`src/rtl/program_loader_pkg.sv`:
```
`default_nettype none
// ============================================================================
// Module      : program_loader_pkg
// Description : Shared types and constants for the boot-time program loader.
//               The default widths and depth match the single-cycle core's
//               instruction memory.
// Revision    : 1.0 - initial release
// ============================================================================
package program_loader_pkg;

    // Defaults that track the core's instruction memory configuration
    localparam int DEF_DATA_WIDTH  = 32;
    localparam int DEF_ADDR_WIDTH  = 32;
    localparam int DEF_MEM_DEPTH   = 256;

    // Byte packing geometry for a 32-bit instruction word
    localparam int BYTES_PER_WORD  = 4;
    localparam int WORD_ADDR_SHIFT = 2;

    // Loader control states
    typedef enum logic [2:0] {
        IDLE    = 3'd0,
        RECV    = 3'd1,
        HANDOFF = 3'd2,
        DONE    = 3'd3,
        ERROR   = 3'd4
    } loader_state_t;

endpackage : program_loader_pkg
`default_nettype wire

```
`src/rtl/program_loader_word_packer.sv`:
```
`default_nettype none
// ============================================================================
// Module      : program_loader_word_packer
// Description : Packs accepted stream bytes little-endian into words. Owns the
//               byte-lane counter and the assembly register, and raises a
//               combinational completion pulse in the cycle the finishing
//               byte is accepted (the parent registers it into the write
//               strobe). Optional feature macro: PROG_LOADER_CHECKSUM_EN,
//               which treats the s_last byte as a mod-256 checksum of all
//               data bytes instead of image data.
// Revision    : 1.0 - initial release
// ============================================================================
module program_loader_word_packer
    import program_loader_pkg::*;
#(
    parameter int DATA_WIDTH = DEF_DATA_WIDTH
) (
    input  logic                  clk_i,
    input  logic                  arst_i,
    input  logic                  clear_i,
    input  logic                  accept_i,
    input  logic [7:0]            byte_i,
    input  logic                  last_i,
    output logic                  word_valid_o,
    output logic [DATA_WIDTH-1:0] word_o,
    output logic                  end_o,
    output logic                  sum_ok_o
);

    logic [1:0]            lane_q;
    logic [DATA_WIDTH-1:0] asm_q;
    logic [DATA_WIDTH-1:0] merged_w;
    logic                  lane_full_w;

    // Current word with the incoming byte dropped into its lane
    assign merged_w    = asm_q | (DATA_WIDTH'(byte_i) << {lane_q, 3'b000});
    assign lane_full_w = (lane_q == 2'(BYTES_PER_WORD - 1));
    assign end_o       = accept_i && last_i;

`ifdef PROG_LOADER_CHECKSUM_EN
    logic [7:0] sum_q;
    logic       data_acc_w;

    // The s_last byte is the checksum; only earlier bytes are image data
    assign data_acc_w   = accept_i && !last_i;
    // A full word completes on lane 3; the checksum flushes any partial word
    assign word_valid_o = (data_acc_w && lane_full_w) || (end_o && (lane_q != 2'd0));
    assign word_o       = end_o ? asm_q : merged_w;
    assign sum_ok_o     = (sum_q == byte_i);

    // Running mod-256 sum of data bytes, restarted with every load
    always_ff @(posedge clk_i or posedge arst_i) begin
        if (arst_i) begin
            sum_q <= 8'd0;
        end else if (clear_i) begin
            sum_q <= 8'd0;
        end else if (data_acc_w) begin
            sum_q <= sum_q + byte_i;
        end
    end
`else
    // Without checksums the s_last byte is data and always closes a word
    assign word_valid_o = accept_i && (lane_full_w || last_i);
    assign word_o       = merged_w;
    assign sum_ok_o     = 1'b1;
`endif

    // Lane counter and assembly register; both restart after every word
    always_ff @(posedge clk_i or posedge arst_i) begin
        if (arst_i) begin
            lane_q <= 2'd0;
            asm_q  <= '0;
        end else if (clear_i) begin
            lane_q <= 2'd0;
            asm_q  <= '0;
        end else if (accept_i) begin
            if (word_valid_o || end_o) begin
                lane_q <= 2'd0;
                asm_q  <= '0;
            end else begin
                lane_q <= lane_q + 2'd1;
                asm_q  <= merged_w;
            end
        end
    end

endmodule : program_loader_word_packer
`default_nettype wire

```
`src/rtl/program_loader.sv`:
```
`default_nettype none
// ============================================================================
// Module      : program_loader
// Description : Boot stage for the single-cycle core. Receives a byte stream
//               over valid/ready, writes little-endian 32-bit words to
//               instruction memory from byte address 0, then raises
//               prog_ready until the core acknowledges. Optional feature
//               macro: PROG_LOADER_CHECKSUM_EN (checksum byte on s_last).
//               prog_ready rises the cycle after the final write strobe so
//               the last word is in memory before the core is released.
// Revision    : 1.0 - initial release
// ============================================================================
module program_loader
    import program_loader_pkg::*;
#(
    parameter int DATA_WIDTH = DEF_DATA_WIDTH,
    parameter int ADDR_WIDTH = DEF_ADDR_WIDTH,
    parameter int MEM_DEPTH  = DEF_MEM_DEPTH
) (
    input  logic                       clk_i,
    input  logic                       arst_i,
    input  logic                       load_start_i,
    input  logic                       s_valid_i,
    input  logic [7:0]                 s_data_i,
    input  logic                       s_last_i,
    output logic                       s_ready_o,
    output logic                       im_w_en_o,
    output logic [ADDR_WIDTH-1:0]      im_wr_addr_o,
    output logic [DATA_WIDTH-1:0]      im_data_in_o,
    output logic                       prog_ready_o,
    input  logic                       prog_ack_i,
    output logic [$clog2(MEM_DEPTH):0] word_count_o,
    output logic                       loader_busy_o,
    output logic                       loader_done_o,
    output logic                       loader_err_o
);

    localparam int CNT_WIDTH = $clog2(MEM_DEPTH) + 1;

    loader_state_t         state_q;
    logic [CNT_WIDTH-1:0]  word_count_q;
    logic                  im_w_en_q;
    logic [ADDR_WIDTH-1:0] im_wr_addr_q;
    logic [DATA_WIDTH-1:0] im_data_q;
    logic                  prog_ready_q;

    logic                  start_w;
    logic                  accept_w;
    logic                  mem_full_w;
    logic                  pk_word_valid_w;
    logic [DATA_WIDTH-1:0] pk_word_w;
    logic                  pk_end_w;
    logic                  pk_sum_ok_w;

    // A load may only begin from a resting state; requests mid-load are ignored
    assign start_w    = load_start_i &&
                        ((state_q == IDLE) || (state_q == DONE) || (state_q == ERROR));
    // Ready depends on state alone, so acceptance is valid while in RECV
    assign accept_w   = s_valid_i && (state_q == RECV);
    assign mem_full_w = (word_count_q == CNT_WIDTH'(MEM_DEPTH));

    program_loader_word_packer #(
        .DATA_WIDTH (DATA_WIDTH)
    ) u_word_packer (
        .clk_i        (clk_i),
        .arst_i       (arst_i),
        .clear_i      (start_w),
        .accept_i     (accept_w),
        .byte_i       (s_data_i),
        .last_i       (s_last_i),
        .word_valid_o (pk_word_valid_w),
        .word_o       (pk_word_w),
        .end_o        (pk_end_w),
        .sum_ok_o     (pk_sum_ok_w)
    );

    // Loader FSM with registered memory-write and handoff outputs
    always_ff @(posedge clk_i or posedge arst_i) begin
        if (arst_i) begin
            state_q      <= IDLE;
            word_count_q <= '0;
            im_w_en_q    <= 1'b0;
            im_wr_addr_q <= '0;
            im_data_q    <= '0;
            prog_ready_q <= 1'b0;
        end else begin
            im_w_en_q <= 1'b0;
            case (state_q)
                IDLE, DONE, ERROR: begin
                    if (load_start_i) begin
                        state_q      <= RECV;
                        word_count_q <= '0;
                        im_wr_addr_q <= '0;
                        prog_ready_q <= 1'b0;
                    end
                end
                RECV: begin
                    if (accept_w) begin
                        if (pk_word_valid_w && mem_full_w) begin
                            // No room for this word: drop it and stop the load
                            state_q <= ERROR;
                        end else begin
                            if (pk_word_valid_w) begin
                                im_w_en_q    <= 1'b1;
                                im_wr_addr_q <= ADDR_WIDTH'(word_count_q) << WORD_ADDR_SHIFT;
                                im_data_q    <= pk_word_w;
                                word_count_q <= word_count_q + CNT_WIDTH'(1);
                            end
                            if (pk_end_w) begin
                                state_q <= pk_sum_ok_w ? HANDOFF : ERROR;
                            end
                        end
                    end
                end
                HANDOFF: begin
                    // Ack counts only once the core has actually seen prog_ready
                    if (prog_ready_q && prog_ack_i) begin
                        state_q      <= DONE;
                        prog_ready_q <= 1'b0;
                    end else begin
                        prog_ready_q <= 1'b1;
                    end
                end
                default: begin
                    state_q <= IDLE;
                end
            endcase
        end
    end

    assign s_ready_o     = (state_q == RECV);
    assign loader_busy_o = (state_q == RECV) || (state_q == HANDOFF);
    assign loader_done_o = (state_q == DONE);
    assign loader_err_o  = (state_q == ERROR);
    assign im_w_en_o     = im_w_en_q;
    assign im_wr_addr_o  = im_wr_addr_q;
    assign im_data_in_o  = im_data_q;
    assign prog_ready_o  = prog_ready_q;
    assign word_count_o  = word_count_q;

endmodule : program_loader
`default_nettype wire

```
`config.mk`:
```
export PLATFORM = sky130hd
export DESIGN_NAME = program_loader
export DESIGN_NICKNAME = d
export VERILOG_FILES = /design/src/rtl/program_loader_pkg.sv /design/src/rtl/program_loader_word_packer.sv /design/src/rtl/program_loader.sv
export SDC_FILE = /design/constraint.sdc
export NUM_CORES = 1
export LEC_CHECK = 0
export ABC_AREA = 1
export BUFFER_PORTS_ARGS = -buffer_cell sky130_fd_sc_hd__buf_2
export CORE_MARGIN = 5
export CORE_UTILIZATION = 40
export DETAILED_ROUTE_END_ITERATION = 12
export PLACE_DENSITY = 0.69
export REMOVE_ABC_BUFFERS = 1
export SETUP_SLACK_MARGIN = 0.4
export SYNTH_ARGS = -nofsm -noshare
export SYNTH_HDL_FRONTEND = slang
export SYNTH_SLANG_ARGS = --single-unit
```
`constraint.sdc`:
```
create_clock -name clk_i -period 7.6 [get_ports clk_i]
set_input_delay 0.38 -clock clk_i [delete_from_list [all_inputs] [get_ports clk_i]]
set_output_delay 0.38 -clock clk_i [all_outputs]
set_load 0.05 [all_outputs]
```
==> results.md, run 1 <==
* NumNets Final at between 600 and 700
* Total Wirelength at 9.77 mm
* Final setup violating endpoints at 0
* Crit start category: register
* Setup Skew at ~0.011 ns
* Max-slew violations at 0
* Syn avg cell area at 8.19 um2
* Post-CTS Hold Fix Bufs at 0
* RSZ-0062 raised after global routing: false
* Setup TNS at 0 ns
* Cell count after synthesis at about 530
* Final hold viol count at 0
* CP arrival at 2.74 ns
* Port bufs at 69
* Pwr per Cell Area at 368 nW/um2
* Sequential-to-total area share from yosys stat at 0.518
* Die ar. at 12900 um2
* GRT Util Overall at 0.157
* Clock Latency Late Sink at about 0.36 ns
* H-tree Lvls at 3
* Non-Filler Instances at 726
* Gr ovfl total at 0
* Post-CTS setup buffers at 0
* Critical path peak fanout at 26
* Layout cells sized above 1 at 0.168
* Warnings, synthesis at 0
* Max Freq at 404 MHz
* TritonCTS Sinks at between 80 and 90
* Clk buf depth at 2
* Max VDD drop at 0.167 mV
* Area Overhead vs Synth at 12.6%
* CTS Buf Count at 9
* Maxcap violations at 0
* Residual DRC at 0
* Core area at 10400 um2
* Vias at between 3000 and 4000
* CP Data Required Time at 7.87 ns
* #FFs+latches synth at 89
* Antenna diodes at 0
* Run status: finished, final reports clean
* Initial core utilization at 0.413
* Unique cell type count in the Yosys netlist at 27
* Hold path start: prog_ack_i
* RePlAce Congestion at ~0.76
* HP Class: in2reg
* Worst rel slew slack at 0.255
* Routed len/inst at 13.5 um
* Initial antenna violation count at 0
* Reg2reg start: state_q[0]$_DFFE_PP0P_
* Nature of the critical path endpoint: register
* Vias in the first global route at 3542
* First-pass GRT wire length at 16.7 mm
* CTS tree: built
* Router iterations before antenna repair at 5
* Largest net degree at the start of global routing at 90
* Clock root buffer: clkbuf_8
* Resize count post-CTS at 0
* FP Rows at 37
* Cell area after synthesis at 4300 um2
* Crit Path Class: reg2reg
* Post-DP HPWL at 6.70 mm
* Critical path origin: state_q[0]$_DFFE_PP0P_
* Lkg Pwr at between 2 and 3 nW
* Die Y at 114 um
* Vias per cell at 4.86
* Final ANT Viol Nets at 0
* Slew @ Worst Pin at 1.12 ns
* Worst-path clk slew at 0.10 ns
* DP Cell Count at slightly above 700
* Die width at 114 um
* Tcrit/Tclk final at 0.326
* Minimum clock period at 2.48 ns
* I/O pins at 93
* Final-layout fill cell count at about 1100
* Iter 0 DRT Violations at 216
## critical path: stages (launching register included)
cell     delay (ns)
dfrtp_1        0.44
inv_1          0.10
nand2_1        0.11
nand2_1        0.09
nand2_1        0.56
nand2_1        0.69
o21ai_0        0.39
## cell families after synthesis
group	Yosys count	synth area share
flops	89	0.518
compound gates	85	0.105
fa+ha+maj	3	0.00873
simple gates	233	0.244
other cells	1	0.000872
buf+inv	114	0.124
## per-stage QoR
step                      power (mW)   util  instance area (um2)  hold WS [ns]  setup slack (ns)
after floorplan                 1.26      -                 4120         0.479              4.91
after global placement          1.45  0.445                 4640         0.448              5.16
after detailed placement        1.47  0.445                 4640         0.457              5.13
after CTS                       1.80  0.465                 4840         0.337              5.08
after global routing            1.90  0.465                 4840         0.369              4.80
final                           1.78  0.465                 4840         0.340              5.12
## layer usage
| metal | global-route usage | wire (um) | part of all wire |
|---|---|---|---|
| met2 | 0.258 | 4810 | 0.49 |
| met1 | 0.209 | 4180 | 0.43 |
| met4 | 0.0313 | 74 | 0.0076 |
| met5 | 0 | 0 | 0 |
| met3 | 0.0462 | 710 | 0.073 |
## cells in the final DEF, fill, tap and decap left out, types with 2 or more instances in the layout
cell type / count
clkbuf_8: 9
inv_1: 64
nor2_4: 2
inv_2: 5
o21ai_1: 20
a21oi_1: 4
o21ai_0: 41
ha_1: 3
nand4_1: 15
nor2_1: 15
nand3_1: 31
a31oi_1: 8
conb_1: 23
o22ai_1: 12
inv_6: 2
buf_2: 69
clkinvlp_4: 2
dfrtp_1: 89
nand2_1: 162
nor2_8: 2
## sequential cells by signal, summed over array words and instances (netlist names)
name / cells
prog_ready_o: 1
u_word_packer.lane_q: 2
u_word_packer.asm_q: 32
word_count_o: 9
state_q: 3
im_wr_addr_o: 9
im_data_in_o: 32
im_w_en_o: 1
## where the power goes
part / leakage [nW] / internal [mW] / total [mW] / switching (mW)
Combinational: 1.36 / 0.171 / 0.795 / 0.624
Sequential: 1.21 / 0.575 / 0.653 / 0.0776
Clock: 0.0954 / 0.157 / 0.334 / 0.177
Total: 2.67 / 0.903 / 1.78 / 0.879
## layout make-up
type                            count  area [um2]  area share
Clock inverter                      6        73.8      0.0152
Sequential cell                    89        2230       0.460
Clock buffer                       10         128      0.0264
Tap cell                          136         170      0.0352
Multi-Input combinational cell    344        1620       0.335
Inverter                           71         268      0.0553
Timing Repair Buffer               70         353      0.0729
## synthesized netlist by cell type, drive strengths merged
cell    instances  area [um2]
clkinv          1        3.75
a21oi           4        20.0
nand2         163         619
a31oi           8        50.1
inv            70         263
o22ai          12        75.1
nand3b          2        27.5
nor2           19         119
dfrtp          89        2230
buf            37         244
nand3          33         183
ha              3        37.5
nor3            1        5.00
o21ai          61         305
clkbuf          6        22.5
nand4          15        93.8
conb            1        3.75
## path summary, 6_finish.rpt
kind / endpoint / slack (ns) / depth (start not counted)
setup / recovery: u_word_packer.asm_q[17]$_DFFE_PP0P_ / 5.12 / 6
hold / removal: prog_ready_o$_DFFE_PP0P_ / 0.34 / 4
setup reg to reg: u_word_packer.asm_q[17]$_DFFE_PP0P_ / 5.12 / 6
hold reg to reg: im_data_in_o[23]$_DFFE_PP0P_ / 0.48 / 2
max in group asynchronous: state_q[0]$_DFFE_PP0P_ / 6.51 / 3
min in group asynchronous: im_data_in_o[20]$_DFFE_PP0P_ / 0.36 / 3
No activity file was read; power rests on OpenSTA's default activity.
==> inputs of run 2 (changes only) <==
==> constraint.sdc (replaced) <==
create_clock -name clk_i -period 2.4 [get_ports clk_i]
set_input_delay 0.12 -clock clk_i [delete_from_list [all_inputs] [get_ports clk_i]]
set_output_delay 0.12 -clock clk_i [all_outputs]
set_load 0.05 [all_outputs]
==> run 2 against run 1 <==
Sequential share of layout area fell by 1.1 points. Global-route usage increased by 0.16 points. Die area stayed put. Cell area increased by 2.4%. Clock skew is 0.0024 ns lower. Register-to-register slack got worse by 4.5 ns. Clock power grew to 2.9 times the previous value. Critical path type unchanged.
==> results.md, run 2 (synthesized netlist as in run 1, its figures left out) <==
* CP Data Required Time at 2.63 ns (-5.24 ns)
* Worst-path clk slew at 0.09 ns (about the same)
* Final Core Density at 0.476 (+0.0113)
* Max VDD drop at 0.741 mV (+340%)
* Maxcap violations at 0 (unchanged)
* CTS tree: built
* Layout cells sized above 1 at 0.187 (+0.0196)
* TritonCTS Sinks at 89 (unchanged)
* HP Class: in2reg
* I/O pins at 93 (unchanged)
* Max Freq at 552 MHz (+37%)
* Final ANT Viol Nets at 0 (unchanged)
* P_sw at 2.84 mW (+220%)
* Residual DRC at 0 (unchanged)
* Crit path max-delay family: simple AND/OR/NAND/NOR gates
* H-tree Lvls at 3 (unchanged)
* Slew @ Worst Pin at 0.588 ns (-0.528 ns)
* Slowest cell delay on critical path at 0.44 ns (-0.25 ns)
* Crit start category: register
* Crit Path Class: reg2reg
* Iter 0 DRT Violations at 225 (+4.2%)
* Worst rel slew slack at 0.607 (+0.352)
* NumNets Final at 615 (+2.2%)
* Power share of the combinational group at 0.477 (+0.031)
* Post-DP HPWL at 7.19 mm (+7.3%)
* Max-slew violations at 0 (unchanged)
* Pwr per Cell Area at 1140 nW/um2 (+210%)
* Critical-path cell list: inv_2, nand3_4, nor2_8, inv_2, nand2_1, buf_4, o21ai_0
* RePlAce Congestion at 0.787 (+3.3%)
* Final-layout fill cell count at 1017 (-5.4%)
* Area Overhead vs Synth at 15.3%
* Lkg Pwr at 2.72 nW (+2.1%)
* Router iterations before antenna repair at 4 (-1)
* Clock root buffer: clkbuf_8
* Max stage delay cell, worst path: dfrtp_1
* Critical path peak fanout at 21 (-19%)
* Vias per cell at 4.96 (+2.1%)
* Internal at 2.83 mW (+210%)
* Routed len/inst at 14.1 um (+5.0%)
* Crit path buf inv count at 3 (+2)
* Minimum clock period at 1.81 ns (-0.663 ns)
* Largest net degree at the start of global routing at 37 (-59%)
* RSZ-0062 raised after global routing: false
* First-pass GRT wire length at 16.7 mm (+0.17%)
* Gr ovfl total at 0 (unchanged)
* Die Y at 114 um (unchanged)
* Clock network power share at 0.169 (-0.019)
* Run status: finished, final reports clean
* Die width at 114 um (unchanged)
* FP Rows at 37 (unchanged)
* Setup TNS at 0 ns (unchanged)
* Clk buf depth at 2 (unchanged)
* Clock Latency Late Sink at 0.36 ns (about the same)
* Port bufs at 69 (unchanged)
* Tcrit/Tclk final at 0.755 (+0.429)
* Vias at 3669 (+3.9%)
* Setup Skew at 0.00863 ns (-0.00242 ns)
* Most common cell after layout, fill and taps aside: nand2_1
* Seq pwr share at 0.354 (-0.012)
* Die ar. at 12900 um2 (unchanged)
* Core area at 10400 um2 (unchanged)
* CP arrival at 2.04 ns (-0.70 ns)
* Register area at 2230 um2 (unchanged)
* Final setup violating endpoints at 0 (unchanged)
* Sw Share at 0.500 (+0.00700)
* Most frequent cells in the layout: nand2_1 (162), dfrtp_1 (89), buf_2 (69)
* Antenna diodes at 0 (unchanged)
* Nature of the critical path endpoint: register
* Initial core utilization at 0.413 (unchanged)
* GRT Util Overall at 0.159 (+0.00160)
* Crit-path most repeated cell: inv_2
* Initial antenna violation count at 0 (unchanged)
* CTS Buf Count at 9 (unchanged)
* Final hold viol count at 0 (unchanged)
* Total Wirelength at 10.4 mm (+6.8%)
* Multi-input gate area at 1630 um2 (+0.46%)
* Vias in the first global route at 3569 (+0.76%)
run 2: changes by cell type in the layout (fill, tap and decap cells not counted), moves of 2 or more:
cell | before | now
clkinv_4 | 0 | 2
clkinvlp_4 | 2 | 5
buf_12 | 0 | 2
buf_4 | 1 | 9
run 2: path summary, 6_finish.rpt:
path | endpoint | slack [ns] | depth (start not counted) | startpoint
max | u_word_packer.asm_q[22]$_DFFE_PP0P_ | 0.59 | 7 | state_q[1]$_DFFE_PP0P_
min | prog_ready_o$_DFFE_PP0P_ | 0.08 | 4 | prog_ack_i
max reg2reg | u_word_packer.asm_q[22]$_DFFE_PP0P_ | 0.59 | 7 | state_q[1]$_DFFE_PP0P_
min reg2reg | im_data_in_o[30]$_DFFE_PP0P_ | 0.47 | 2 | im_data_in_o[30]$_DFFE_PP0P_
max in group asynchronous | im_data_in_o[13]$_DFFE_PP0P_ | 1.35 | 4 | arst_i
min in group asynchronous | im_data_in_o[11]$_DFFE_PP0P_ | 0.35 | 3 | arst_i
run 2: repair_timing:
action / in CTS / in global routing
hold buffers: 1 / 0
endpoints found under the hold margin: 30 / 0
buffers inserted: 0 / 3
resized for setup: 0 / 7
endpoints found under the setup margin: 0 / 35
run 2: layout make-up:
cell class | instances | area share
repair buffers | 81 | 0.0934
inverters | 71 | 0.0553
repair inverters | 2 | 0.00303
well taps | 136 | 0.0343
clock inverters | 6 | 0.0106
flip-flops and latches | 89 | 0.449
clock buffers | 10 | 0.0257
multi-input cells | 344 | 0.329
run 2: power by group through the flow:
stage	Combinational, mW	Sequential [mW]	Clock (mW)
detailed placement	2.68	2.04	0
finish	2.71	2.01	0.958
global placement	2.63	2.03	0
global route	2.93	2.06	1.06
floorplan	1.18	2.81	0
CTS	2.68	2.01	0.989
run 2: metal layers:
layer	vias to the layer above	track usage	routed length (um)
met5	-	0	0
met4	0	0.0417	148
met3	15	0.0536	784
met2	128	0.269	5210
met1	1745	0.195	4300
li1	1781	-	-
run 2: worst min-delay path: cells and delay by family:
kind / cells / cell delay [ns]
buffers and inverters: 1 / 0.08
AND/OR/NAND/NOR: 3 / 0.20
run 2: through the flow:
stage	power [mW]	cell area [um2]	hold slack, ns	worst slack [ns]	std cells
after CTS	5.69	4910	0.0704	0.444	734
after global routing	6.05	4960	0.105	0.465	739
after floorplan	4.00	4120	0.316	-0.0269	504
final	5.67	4960	0.0775	0.588	739
after detailed placement	4.72	4720	0.206	0.470	717
after global placement	4.66	4720	0.193	0.493	717
==> inputs of run 3 (changes only) <==
==> constraint.sdc (replaced) <==
create_clock -name clk_i -period 1.7 [get_ports clk_i]
set_input_delay 0.085 -clock clk_i [delete_from_list [all_inputs] [get_ports clk_i]]
set_output_delay 0.085 -clock clk_i [all_outputs]
set_load 0.05 [all_outputs]
==> run 3 against run 2 <==
Critical endpoint is now state_q[2]$_DFFE_PP0P_. Global-route usage up 3.1 points. Largest power group unchanged. Non-clock buffer count up 50. Combinational power up 120%. Critical path type unchanged. Highest routed layer unchanged. Flip-flop and latch count unchanged.
==> results.md, run 3 (synthesized netlist as in run 1, its figures left out) <==
* First-pass GRT wire length at 19.8 mm (+18%)
* Total Wirelength at 13.1 mm (+26%)
* Tcrit/Tclk final at 0.960 (+0.205)
* TritonCTS Sinks at 89 (unchanged)
* Routed len/inst at 16.6 um (+17%)
* CP arrival at 1.90 ns (-0.14 ns)
* Core area at 10400 um2 (unchanged)
* Non-Filler Instances at 793 (+7.3%)
* Worst rel slew slack at 0.636 (+0.0287)
* Die width at 114 um (unchanged)
* Max VDD drop at 0.922 mV (+24%)
* Router iterations before antenna repair at 5 (+1)
* Seq pwr share at 0.279 (-0.075)
* Setup WS post-layout at 0.0686 ns (-0.520 ns)
* R2r setup slk at 0.07 ns (-0.52 ns)
* Final hold viol count at 0 (unchanged)
* Cells on worst reg2reg path at 11 (+4)
* Most frequent cells in the layout: nand2_1 (133), dfrtp_1 (87), buf_2 (65)
* Maxcap violations at 0 (unchanged)
* Slew @ Worst Pin at 0.545 ns (-0.0430 ns)
* Max-slew violations at 0 (unchanged)
* CP Data Required Time at 1.97 ns (-0.66 ns)
* Max stage delay cell, worst path: dfrtp_1
* Max Freq at 613 MHz (+11%)
* Gr ovfl total at 0 (unchanged)
* Final setup violating endpoints at 0 (unchanged)
* H-tree Lvls at 3 (unchanged)
* Initial antenna violation count at 0 (unchanged)
* Setup TNS at 0 ns (unchanged)
* Initial core utilization at 0.413 (unchanged)
* Slowest cell delay on critical path at 0.41 ns (-0.03 ns)
* Clock root buffer: clkbuf_8
* Post-DP HPWL at 7.30 mm (+1.5%)
* P_sw at 4.95 mW (+75%)
* Final ANT Viol Nets at 0 (unchanged)
* Reg2reg start: word_count_o[0]$_DFFE_PP0P_
* Sw Share at 0.484 (-0.0165)
* Nature of the critical path endpoint: register
* Layout cells sized above 1 at 0.368 (+0.181)
* Residual DRC at 0 (unchanged)
* Critical path peak fanout at 8 (-62%)
* Minimum clock period at 1.63 ns (-0.180 ns)
* RePlAce Congestion at 0.785 (-0.20%)
* Iter 0 DRT Violations at 256 (+14%)
* Critical-path cell list: inv_2, ha_4, nand2_2, inv_2, nand2_2, nor2_4, nand3_4, nand2_4, nand2_4, nand2_2, nand2_1
* Worst R2R End: state_q[2]$_DFFE_PP0P_
* NumNets Final at 669 (+8.8%)
* Setup Skew at 0.0139 ns (+0.00524 ns)
* Crit Path Class: reg2reg
* Vias in the first global route at 4017 (+13%)
* Worst-path clk slew at 0.10 ns (about the same)
* Internal at 5.29 mW (+87%)
* Clock Latency Late Sink at 0.37 ns (about the same)
* Largest net degree at the start of global routing at 40 (+8.1%)
* Vias at 4099 (+12%)
* FP Rows at 37 (unchanged)
* Power share of the combinational group at 0.578 (+0.101)
* RSZ-0062 raised after global routing: true
* Clk buf depth at 2 (unchanged)
* Run status: finished, final reports clean
* Crit path to: state_q[2]$_DFFE_PP0P_
* Most common cell after layout, fill and taps aside: nand2_1
* Area Overhead vs Synth at 40.8%
* HP Class: in2reg
* I/O pins at 93 (unchanged)
* CTS Buf Count at 9 (unchanged)
* Die ar. at 12900 um2 (unchanged)
* GRT Util Overall at 0.190 (+0.0309)
* Clock network power share at 0.143 (-0.026)
* Die Y at 114 um (unchanged)
* Pre-CTS setup slack at -0.0324 ns (-0.502 ns)
* Lkg Pwr at 3.18 nW (+17%)
* DP Cell Count at 735 (+2.5%)
* Critical path origin: word_count_o[0]$_DFFE_PP0P_
* Hold WS at 0.0194 ns (-0.0580 ns)
* Crit start category: register
* Antenna diodes at 0 (unchanged)
* Pwr per Cell Area at 1690 nW/um2 (+48%)
* Crit-path most repeated cell: nand2_2
* Vias per cell at 5.17 (+4.1%)
* Port bufs at 69 (unchanged)
* CTS tree: built
==> run 3: cell types whose count changed in the layout (fill, tap and decap cells not counted), moves of 5 or more <==
cell     change
o22ai_2     +12
inv_1        -7
nand2_4      +8
o21ai_1      +8
o22ai_1     -12
buf_4       +23
buf_6       +14
nand2_2     +20
o21ai_2     +15
buf_8        +5
buf_12       +5
nand2_1     -29
o21ai_0     -23
==> run 3: worst max-delay path, delay by kind of cell, from the launching register on <==
kind                       cells  cell delay, ns
DFF                            1            0.41
buffers and inverters          2            0.13
adders and majority gates      1            0.13
and+or+nand+nor                8            0.86
==> run 3: layout make-up <==
type / instances / area [um2]
inverter: 71 / 294
clock buffer: 9 / 124
tap: 136 / 170
fill: 896 / 4360
clock inverter: 7 / 73.8
timing repair inverter: 2 / 15.0
multi-input combinational: 348 / 2010
sequential: 89 / 2230
timing repair buffer: 131 / 1140
==> run 3: worst min-delay path by stage <==
stage	from	to	slack [ns]	cells after the start
floorplan	prog_ack_i	prog_ready_o$_DFFE_PP0P_	0.28	3
global placement	arst_i	prog_ready_o$_DFFE_PP0P_	0.14	2
detailed placement	arst_i	im_data_in_o[15]$_DFFE_PP0P_	0.15	2
CTS	prog_ack_i	prog_ready_o$_DFFE_PP0P_	0.01	4
global route	prog_ack_i	prog_ready_o$_DFFE_PP0P_	0.06	4
finish	prog_ack_i	prog_ready_o$_DFFE_PP0P_	0.02	4
==> run 3: metal layers <==
metal / vias up / global-route usage / wire length, um
met5: - / 0 / 0
met4: 0 / 0.0521 / 311
met3: 28 / 0.0435 / 948
met2: 169 / 0.337 / 6860
met1: 2001 / 0.232 / 5010
li1: 1901 / - / -
==> run 3: what timing repair did <==
action                                  CTS  global route
pin swaps                                13            19
setup buffers                            14            12
hold buffers                              1             0
gates resized for setup                  99            61
hold endpoints to repair                 26             0
endpoints found under the setup margin   92            93
gates cloned                             10             5
==> run 3: power by group through the flow <==
stage	Sequential (mW)	Clock [mW]	Combinational, mW
after floorplan	3.97	0	1.67
after global placement	2.83	0	3.94
after detailed placement	2.85	0	4.01
after CTS	2.82	1.49	5.14
after global routing	2.91	1.58	6.26
final	2.85	1.47	5.92
==> run 3: through the flow <==
step | power, mW | util | instance area, um2
after CTS | 9.44 | 0.544 | 5670
after detailed placement | 6.86 | 0.467 | 4860
after global placement | 6.76 | 0.467 | 4860
after global routing | 10.7 | 0.581 | 6050
final | 10.2 | 0.581 | 6050
after floorplan | 5.64 | - | 4120
